**config.mk**
```make
export PLATFORM = sky130hd
export DESIGN_NAME = pc_sequencer_flat
export DESIGN_NICKNAME = d
export VERILOG_FILES = /design/src/rtl/pc_sequencer_if.sv /design/src/rtl/pc_sequencer.sv /design/src/flat_wrapper.sv
export SDC_FILE = /design/constraint.sdc
export NUM_CORES = 1
export LEC_CHECK = 0
export CELL_PAD_IN_SITES_DETAIL_PLACEMENT = 0
export CELL_PAD_IN_SITES_GLOBAL_PLACEMENT = 1
export CORE_ASPECT_RATIO = 1.2
export CORE_UTILIZATION = 39
export CTS_BUF_LIST = sky130_fd_sc_hd__clkbuf_8 sky130_fd_sc_hd__clkbuf_16
export CTS_CLUSTER_DIAMETER = 80
export DETAILED_ROUTE_END_ITERATION = 8
export PLACE_DENSITY_LB_ADDON = 0.05
export SLEW_MARGIN = 20
export SYNTH_ARGS = -nofsm -noshare
export SYNTH_HDL_FRONTEND = slang
export SYNTH_SLANG_ARGS = --single-unit
```
**constraint.sdc**
```tcl
create_clock -name clk -period 2.1 [get_ports clk]
set_input_delay 0.42 -clock clk [delete_from_list [all_inputs] [get_ports clk]]
set_output_delay 0.42 -clock clk [all_outputs]
set_load 0.01 [all_outputs]
```
**src/rtl/pc_sequencer_if.sv**
```systemverilog
// pc_sequencer_if: branch-unit redirect inputs and fetch-side outputs of the PC sequencer
interface pc_sequencer_if #(parameter int ADDR_W = 11);
  logic              stall;
  logic              br_taken;
  logic [ADDR_W-1:0] br_target;
  logic              br_call;
  logic              br_ret;
  logic [ADDR_W-1:0] link_in;
  logic [ADDR_W-1:0] imem_addr;
  logic              fetch_valid;
  logic              flush;
  logic              ras_overflow;
  logic              ras_underflow;
  modport master (
    output stall, br_taken, br_target, br_call, br_ret, link_in,
    input  imem_addr, fetch_valid, flush, ras_overflow, ras_underflow
  );
  modport slave (
    input  stall, br_taken, br_target, br_call, br_ret, link_in,
    output imem_addr, fetch_valid, flush, ras_overflow, ras_underflow
  );
endinterface

```
**src/rtl/pc_sequencer.sv**
```systemverilog
// pc_sequencer: program counter with redirect/flush sequencing and a return-address stack
module pc_sequencer #(
  parameter int ADDR_W    = 11,
  parameter int RAS_DEPTH = 4,
  parameter int FLUSH_LEN = 2
) (
  input  logic clk,
  input  logic rst,
  pc_sequencer_if.slave bus
);
  localparam int PW = $clog2(RAS_DEPTH);
  localparam int CW = $clog2(RAS_DEPTH + 1);
  typedef enum logic [1:0] {S_BOOT, S_RUN, S_REDIRECT} state_t;
  state_t            state, state_nx;
  logic [ADDR_W-1:0] pc, pc_nx, target;
  logic [ADDR_W-1:0] ras [RAS_DEPTH];
  logic [CW-1:0]     cnt;
  logic [2:0]        fcnt;
  logic              accept, ras_empty, ras_full, do_pop, do_push, set_under, set_over;
  always_comb begin
    accept    = state == S_RUN && !bus.stall && bus.br_taken;
    ras_empty = cnt == '0;
    ras_full  = cnt == CW'(RAS_DEPTH);
    do_pop    = accept && bus.br_ret && !ras_empty;
    set_under = accept && bus.br_ret && ras_empty;
    do_push   = accept && bus.br_call && !bus.br_ret && !ras_full;
    set_over  = accept && bus.br_call && !bus.br_ret && ras_full;
    target    = do_pop ? ras[PW'(cnt - 1'b1)] : bus.br_target;
    pc_nx     = accept ? target : (state == S_RUN && !bus.stall) ? pc + 1'b1 : pc;
    state_nx  = state;
    case (state)
      S_BOOT:     state_nx = S_RUN;
      S_RUN:      state_nx = accept ? S_REDIRECT : S_RUN;
      S_REDIRECT: state_nx = (!bus.stall && fcnt == 3'd1) ? S_RUN : S_REDIRECT;
      default:    state_nx = S_BOOT;
    endcase
  end
  always_ff @(posedge clk) begin
    if (rst) state <= S_BOOT;
    else     state <= state_nx;
  end
  // The flush counter only advances on non-stalled cycles so the bubble count is exact.
  always_ff @(posedge clk) begin
    if (rst) begin
      pc                <= '0;
      cnt               <= '0;
      fcnt              <= '0;
      bus.ras_overflow  <= 1'b0;
      bus.ras_underflow <= 1'b0;
    end else begin
      pc <= pc_nx;
      if (accept) fcnt <= 3'(FLUSH_LEN);
      else if (state == S_REDIRECT && !bus.stall) fcnt <= fcnt - 1'b1;
      if (do_push) begin
        ras[PW'(cnt)] <= bus.link_in;
        cnt           <= cnt + 1'b1;
      end else if (do_pop) cnt <= cnt - 1'b1;
      if (set_over)  bus.ras_overflow  <= 1'b1;
      if (set_under) bus.ras_underflow <= 1'b1;
    end
  end
  assign bus.imem_addr   = pc;
  assign bus.fetch_valid = state == S_RUN;
  assign bus.flush       = state == S_REDIRECT;
endmodule

```
**src/flat_wrapper.sv**
```systemverilog
// flat-port wrapper written by rule: the top's interface ports become plain ports
module pc_sequencer_flat 
#(
  parameter int ADDR_W    = 11,
  parameter int RAS_DEPTH = 4,
  parameter int FLUSH_LEN = 2
)
  (clk, rst, bus_stall, bus_br_taken, bus_br_target, bus_br_call, bus_br_ret, bus_link_in, bus_imem_addr, bus_fetch_valid, bus_flush, bus_ras_overflow, bus_ras_underflow);
  pc_sequencer_if #(.ADDR_W(ADDR_W)) bus_i ();
  input  logic clk;
  input  logic rst;
  input wire logic [$bits(bus_i.stall)-1:0] bus_stall;
  input wire logic [$bits(bus_i.br_taken)-1:0] bus_br_taken;
  input wire logic [$bits(bus_i.br_target)-1:0] bus_br_target;
  input wire logic [$bits(bus_i.br_call)-1:0] bus_br_call;
  input wire logic [$bits(bus_i.br_ret)-1:0] bus_br_ret;
  input wire logic [$bits(bus_i.link_in)-1:0] bus_link_in;
  output wire logic [$bits(bus_i.imem_addr)-1:0] bus_imem_addr;
  output wire logic [$bits(bus_i.fetch_valid)-1:0] bus_fetch_valid;
  output wire logic [$bits(bus_i.flush)-1:0] bus_flush;
  output wire logic [$bits(bus_i.ras_overflow)-1:0] bus_ras_overflow;
  output wire logic [$bits(bus_i.ras_underflow)-1:0] bus_ras_underflow;
  assign bus_i.stall = bus_stall;
  assign bus_i.br_taken = bus_br_taken;
  assign bus_i.br_target = bus_br_target;
  assign bus_i.br_call = bus_br_call;
  assign bus_i.br_ret = bus_br_ret;
  assign bus_i.link_in = bus_link_in;
  assign bus_imem_addr = bus_i.imem_addr;
  assign bus_fetch_valid = bus_i.fetch_valid;
  assign bus_flush = bus_i.flush;
  assign bus_ras_overflow = bus_i.ras_overflow;
  assign bus_ras_underflow = bus_i.ras_underflow;
  pc_sequencer #(.ADDR_W(ADDR_W), .RAS_DEPTH(RAS_DEPTH), .FLUSH_LEN(FLUSH_LEN)) u_core (.clk(clk), .rst(rst), .bus(bus_i));
endmodule
```
==> results.json, run 1 <==
{
  "worst_path_max_delay_cell": "clkdlybuf4s50_1",
  "synth_top_area_cell": "edfxtp_1",
  "power_density_nw_per_um2": 711,
  "switching_share_pct": 23.9,
  "fmax_mhz": 513,
  "insertion_delay_ns": 0.34,
  "critPathTopFamily": "simple AND/OR/NAND/NOR gates",
  "grt_max_degree": 23,
  "ys.flop_type": "edfxtp_1",
  "path_clk_slew_ns": 0.07,
  "end_kind": "flip-flop",
  "utilization_pct": 52.8,
  "p_int_mw": 2.08,
  "grt_pass1_wl_um": 10500,
  "coreArea_um2": 7270,
  "max_cap_violations": 0,
  "first_pass_iters": 6,
  "ir_worst_vdd_v": 0.000453,
  "worstPathArrival_ns": 1.97,
  "hold_viol": 0,
  "clock_sinks": 65,
  "power_leakage_nw": 1.32,
  "ys_ff_latch": 65,
  "dpl.hpwl_um": 4680,
  "min_to": "u_core.bus.ras_underflow$_SDFFE_PP0P_",
  "grt_pass1_vias": 2106,
  "finalCritPeriodShare_pct": 92.9,
  "io_pins": 43,
  "routabilityCongestion": 0.784,
  "synth_top_area_share_pct": 44.8,
  "cts_htree_levels": 3,
  "reg2reg_depth": 7,
  "post_drt_wl_per_cell_um": 16.6,
  "worst-endpoint-required_ns": 2.12,
  "dpl_cell_area_um2": 3640,
  "grt.overflow.total": 0,
  "fin_crit_ns": 1.95,
  "cts_tree": "built",
  "p_seq_share_pct": 51.6,
  "synthTopCellsByCount": "edfxtp_1 (44), dfxtp_1 (21), a21oi_1 (14)",
  "drc": 0,
  "cts_buffer_depth": 2,
  "critical_path_class": "in2reg",
  "fin_skew_ns": 0.00985,
  "nets": 330,
  "track_usage_pct": 18.2,
  "viasPerCell": 5.37,
  "finalInstanceArea_um2": 3840,
  "drive_gt1_share_pct": 21.4,
  "maxSlewHeadroom_pct": 76.6,
  "dieHeight_um": 97.2,
  "regToRegSetupSlack_ns": 0.21,
  "drt_iter0_drc": 59,
  "rsz0062_at_grt": "yes",
  "ys_seq_area_share_pct": 59.1,
  "r2r-end": "u_core.bus.imem_addr[7]$_SDFFE_PP0P_",
  "ant_nets": 0,
  "async_reset_ff_share_pct": 0,
  "critPathMaxStageDelay_ns": 0.42,
  "cts_root_buf": "clkbuf_8",
  "setup-violations-final": 0,
  "hp-class": "reg2reg",
  "worstHoldPathCells": 2,
  "die_w_um": 81.4,
  "vias": 2087,
  "syn2layout_area_growth_pct": 30.3,
  "synthTopCellsByArea": "edfxtp_1 (45%), dfxtp_1 (14%), mux4_2 (8.4%), ha_1 (3.4%), a21oi_1 (2.4%)",
  "syn_inst": 225,
  "ys_types": 48,
  "combPwrFrac_pct": 9.0,
  "min_from": "u_core.bus.ras_underflow$_SDFFE_PP0P_",
  "path_cells": "clkdlybuf4s50_1 -> nand4bb_2 -> nor3b_2 -> nor2b_1 -> and2_2",
  "path_max_fanout": 11,
  "p_sw_uw": 652,
  "worst-slew-pin-transition_ns": 0.342,
  "wl_um": 6470,
  "initial_core_util_pct": 40.5,
  "power.total_mw": 2.73,
  "cts-buffers-inserted": 9,
  "path_buf_inv": 1,
  "syn_area_um2": 2950,
  "status": "finished clean",
  "die_area_um2": 7910,
  "antennaDiodeCount": 0,
  "grt_antenna_before_repair": 0,
  "io_buffers": 42,
  "maxSlewViolCount": 0,
  "row_count": 34,
  "start_kind": "input port",
  "synth-edff-count": 44,
  "yosysMostFrequentCell": "edfxtp_1",
  "clkPwrFrac_pct": 39.4,
  "synth_nets": 261,
  "hold_slack_ns": 0.475,
  "ys_warn_count": 0,
  "syn_avg_cell_area_um2": 13.1,
  "timing.rr.start": "u_core.cnt[1]$_SDFFE_PP0P_"
}
final cells by class:
cell class | instances | area (um^2)
fill | 646 | 3430
sequential | 65 | 1740
multi-input combinational | 141 | 1130
timing repair buffer | 69 | 623
clock buffer | 9 | 124
tap | 90 | 113
clock inverter | 7 | 76.3
inverter | 8 | 30.0
kinds of logic (layout without fill, tap and decap cells):
group                      count (synthesis)  after routing  synth area share (%)
and+or+nand+nor                           71             71                  14.2
DFF                                       65             65                  59.1
AOI/OAI and AO/OA                         43             43                  9.55
buffers and inverters                     19             93                  2.72
muxes                                     17             17                  10.5
adders and majority gates                  8              8                  3.40
xor gates and xnor gates                   2              2                 0.594
layer usage:
| metal | share of wire (%) | routed length [um] | up-vias | global-route usage [%] |
|---|---|---|---|---|
| li1 | - | - | 1010 | - |
| met1 | 46 | 2990 | 993 | 23.5 |
| met2 | 47 | 3010 | 64 | 28.1 |
| met3 | 3.9 | 251 | 20 | 3.57 |
| met4 | 3.4 | 218 | 0 | 10.0 |
| met5 | 0 | 0 | - | 0 |
through the flow:
| step | worst slack [ns] | TNS, ns | cells |
|---|---|---|---|
| 3_5_place_dp | -0.219 | -9.94 | 373 |
| 2_1_floorplan | -0.00720 | -0.317 | 225 |
| 3_3_place_gp | -0.246 | -10.50 | 373 |
| 6_report | 0.150 | 0 | 389 |
| 4_1_cts | 0.0556 | 0 | 389 |
| 5_1_grt | -0.0403 | -0.911 | 389 |
worst max-delay path by stage:
stage | cells past startpoint | from | end | slack (ns)
floorplan | 7 | u_core.cnt[0]$_SDFFE_PP0P_ | u_core.ras[2][0]$_DFFE_PP_ | -0.007
finish | 5 | bus_stall | u_core.ras[2][3]$_DFFE_PP_ | 0.15
global placement | 5 | bus_stall | u_core.ras[2][9]$_DFFE_PP_ | -0.25
detailed placement | 5 | bus_stall | u_core.ras[2][9]$_DFFE_PP_ | -0.22
global route | 5 | bus_stall | u_core.ras[1][5]$_DFFE_PP_ | -0.04
CTS | 2 | u_core.state[0]$_SDFF_PP0_ | bus_fetch_valid | 0.06
worst register-to-register path, cell delays in order, from the launching register on:
cell and delay (ns):
dfxtp_1 0.36, inv_1 0.06, ha_1 0.41, mux4_2 0.35
and3_1 0.20, a211oi_1 0.20, buf_4 0.15, a2111oi_0 0.05
flip-flops by register name, summed over array words and instances, names as in the netlist:
signal and cells:
u_core.ras 44, u_core.bus.imem_addr 11, u_core.cnt 3, u_core.fcnt 3, u_core.state 2, u_core.bus.ras_overflow 1
u_core.bus.ras_underflow 1
power by group through the flow:
stage               clock (mW)  sequential (mW)  combinational (mW)
floorplan                    0             1.44              0.0968
global placement             0             1.44               0.246
detailed placement           0             1.44               0.246
CTS                       1.11             1.41               0.247
global route              1.16             1.41               0.268
finish                    1.08             1.41               0.245
cells in the final DEF, fill, tap and decap left out, types with 5 or more instances in the layout:
| master | Yosys | layout |
|---|---|---|
| inv_1 | 8 | 8 |
| dfxtp_1 | 21 | 20 |
| nor2_1 | 11 | 11 |
| a211oi_1 | 5 | 5 |
| nand2_1 | 11 | 11 |
| nand3_1 | 5 | 5 |
| mux4_2 | 11 | 11 |
| nor3_1 | 7 | 7 |
| clkdlybuf4s50_1 | 0 | 42 |
| ha_1 | 8 | 8 |
| o21ai_0 | 6 | 6 |
| clkbuf_8 | 0 | 9 |
| a21oi_1 | 14 | 14 |
| mux2i_1 | 5 | 5 |
| buf_4 | 1 | 27 |
| edfxtp_1 | 44 | 44 |
| nor2b_1 | 6 | 6 |
| and3_1 | 5 | 5 |
repair_timing:
item / CTS / global route
hold buffers: 0 / 0
gates resized for setup: 0 / 1
setup buffers: 0 / 0
setup endpoints to repair: 0 / 45
Note: power is estimated with default switching activity, not from simulation.
==> run 2, diff against run 1 <==
--- a/config.mk
+++ b/config.mk
@@ -5,10 +5,11 @@
 export SDC_FILE = /design/constraint.sdc
 export NUM_CORES = 1
 export LEC_CHECK = 0
+export ABC_AREA = 1
 export CELL_PAD_IN_SITES_DETAIL_PLACEMENT = 0
 export CELL_PAD_IN_SITES_GLOBAL_PLACEMENT = 1
 export CORE_ASPECT_RATIO = 1.2
-export CORE_UTILIZATION = 39
+export CORE_UTILIZATION = 37
 export CTS_BUF_LIST = sky130_fd_sc_hd__clkbuf_8 sky130_fd_sc_hd__clkbuf_16
 export CTS_CLUSTER_DIAMETER = 80
 export DETAILED_ROUTE_END_ITERATION = 8
==> run 2 against run 1 <==
Design area rose by 4.8%. Critical path depth rose by 1. First-iteration DRC count rose by 59%. Register-to-register slack improved by 0.04 ns. Sequential share of layout area fell by 2.1 points. Die area rose by 12%.
==> results.json, run 2 <==
{
  "status": "finished clean",
  "dpl_cell_area_um2": 3800,
  "worst-endpoint-required_ns": 2.14,
  "grt_antenna_before_repair": 0,
  "critical_path_class": "reg2reg",
  "multi_input_area_um2": 1150,
  "setup-violations-final": 0,
  "synth-edff-count": 44,
  "nets": 459,
  "largest_reg_flops": 44,
  "reg2reg_depth": 6,
  "grt_pass1_wl_um": 11600,
  "syn_area_um2": 3140,
  "initial_core_util_pct": 38.3,
  "synth_nets": 397,
  "worstHoldPathCells": 1,
  "ir_worst_vdd_v": 0.000505,
  "first_pass_iters": 4,
  "end_kind": "flip-flop",
  "finalCritPeriodShare_pct": 88.3,
  "r2r-end": "u_core.ras[2][5]$_DFFE_PP_",
  "synth_top_area_share_pct": 42.0,
  "grt.overflow.total": 0,
  "track_usage_pct": 17.4,
  "fmax_mhz": 539,
  "p_sw_uw": 692,
  "clkPwrFrac_pct": 40.9,
  "io_pins": 43,
  "dpl.hpwl_um": 5180,
  "ys_types": 28,
  "rsz0062_at_grt": "no",
  "p_seq_share_pct": 48.7,
  "path_max_fanout": 10,
  "syn_avg_cell_area_um2": 8.71,
  "grt_max_degree": 27,
  "die_w_um": 86.1,
  "start_kind": "flip-flop",
  "top_register": "u_core.ras",
  "io_buffers": 42,
  "grt_pass1_vias": 2365,
  "cts_hold_buf": 0,
  "timing.rr.start": "u_core.cnt[1]$_SDFFE_PP0P_",
  "post_cts_buffers": 0,
  "hp-class": "reg2reg",
  "ys_seq_area_share_pct": 55.4,
  "seq_area_um2": 1740,
  "cts_resized": 0,
  "ys_warn_count": 0,
  "maxSlewViolCount": 0,
  "drive_gt1_share_pct": 10.7,
  "post_drt_wl_per_cell_um": 12.9,
  "hold_slack_ns": 0.484,
  "fillCellCount": 818,
  "antennaDiodeCount": 0,
  "drt_iter0_drc": 94,
  "maxSlewHeadroom_pct": 72.1,
  "max_cap_violations": 0,
  "synth_top_area_cell": "edfxtp_1",
  "finalInstanceArea_um2": 4020,
  "cts_root_buf": "clkbuf_8",
  "yosysMostFrequentCell": "nand2_1",
  "cts_buffer_depth": 2,
  "ys_ff_latch": 65,
  "wl_um": 7010,
  "synthTopCellsByArea": "edfxtp_1 (42%), dfxtp_1 (13%), nand2_1 (8.0%), nor2_1 (6.0%), inv_1 (5.5%)",
  "regToRegSetupSlack_ns": 0.25,
  "switching_share_pct": 23.8,
  "fin_crit_ns": 1.85,
  "power_density_nw_per_um2": 723,
  "ys.flop_type": "edfxtp_1",
  "drc": 0,
  "dieHeight_um": 103,
  "vias": 2472,
  "crit_start": "u_core.cnt[1]$_SDFFE_PP0P_",
  "insertion_delay_ns": 0.34,
  "layout_common_cells": "nand2_1 (67), nor2_1 (50), inv_1 (46), edfxtp_1 (44), clkdlybuf4s50_1 (42)",
  "worstPathArrival_ns": 1.90,
  "row_count": 36,
  "combPwrFrac_pct": 10.4,
  "cts_htree_levels": 3,
  "clock_sinks": 65,
  "syn_inst": 361,
  "cts_tree": "built",
  "cts-buffers-inserted": 9,
  "ant_nets": 0,
  "die_area_um2": 8870,
  "coreArea_um2": 8200,
  "crit_end": "u_core.ras[2][5]$_DFFE_PP_",
  "power_leakage_nw": 1.65,
  "viasPerCell": 4.56,
  "fin_skew_ns": 0.0149,
  "worst-slew-pin-transition_ns": 0.419,
  "syn2layout_area_growth_pct": 28.0,
  "p_int_mw": 2.22,
  "routabilityCongestion": 0.777,
  "synthTopCellsByCount": "nand2_1 (67), nor2_1 (50), inv_1 (46)",
  "hold_viol": 0,
  "async_reset_ff_share_pct": 0,
  "path_clk_slew_ns": 0.08,
  "layout_commonest_cell": "nand2_1"
}
==> run 2: metrics by stage <==
stage	std cells	total power [mW]	setup TNS [ns]	util, %	worst slack, ns
after floorplan	361	1.59	-2.49	-	-0.0565
after global placement	526	1.75	0	46.3	0.0402
after detailed placement	526	1.75	0	46.3	0.0262
after CTS	542	2.94	0	49.1	0.270
after global routing	542	3.02	0	49.1	0.124
final	542	2.91	0	49.1	0.246
==> run 2: final cells by class <==
| class | count | share of cell area (%) |
|---|---|---|
| clock inverters | 7 | 2.52 |
| clock buffers | 9 | 3.08 |
| flip-flops and latches | 65 | 43.3 |
| inverters | 49 | 4.57 |
| multi-input cells | 235 | 28.6 |
| repair buffers | 63 | 14.4 |
| well taps | 114 | 3.54 |
==> run 2: how the worst min path moves through the flow <==
stage	startpoint	to	slack [ns]
finish	u_core.bus.ras_overflow$_SDFFE_PP0P_	u_core.bus.ras_overflow$_SDFFE_PP0P_	0.48
global route	u_core.bus.ras_overflow$_SDFFE_PP0P_	u_core.bus.ras_overflow$_SDFFE_PP0P_	0.50
global placement	u_core.bus.ras_overflow$_SDFFE_PP0P_	u_core.bus.ras_overflow$_SDFFE_PP0P_	0.46
detailed placement	u_core.bus.ras_overflow$_SDFFE_PP0P_	u_core.bus.ras_overflow$_SDFFE_PP0P_	0.47
CTS	u_core.bus.ras_overflow$_SDFFE_PP0P_	u_core.bus.ras_overflow$_SDFFE_PP0P_	0.49
floorplan	u_core.fcnt[2]$_SDFFE_PP0P_	u_core.fcnt[2]$_SDFFE_PP0P_	0.45
==> run 2: cells by family after synthesis <==
group           share of synthesized area (%)
flops                                    55.4
xor+xnor                                0.836
fa+ha+maj                                3.18
compound gates                           10.2
buf+inv                                  7.92
simple gates                             22.5
==> run 2: worst max-delay path: stages, from the launching register on <==
cell and delay [ns]:
dfxtp_1 0.34, inv_1 0.08, ha_1 0.25, nand2_1 0.18
nand4_1 0.25, nor2_1 0.23, buf_4 0.22
==> run 2: power by group through the flow <==
stage               sequential, mW  combinational, mW  clock (mW)
floorplan                     1.45              0.138           0
global placement              1.45              0.305           0
detailed placement            1.45              0.305           0
CTS                           1.42              0.307        1.22
global route                  1.42              0.341        1.26
finish                        1.42              0.303        1.19
==> run 2: metal layers <==
metal	vias to the layer above	global-route usage (%)	routed length, um
li1	1315	-	-
met1	1102	21.0	3340
met2	46	30.3	3310
met3	9	4.08	270
met4	0	6.54	92
met5	-	0	0
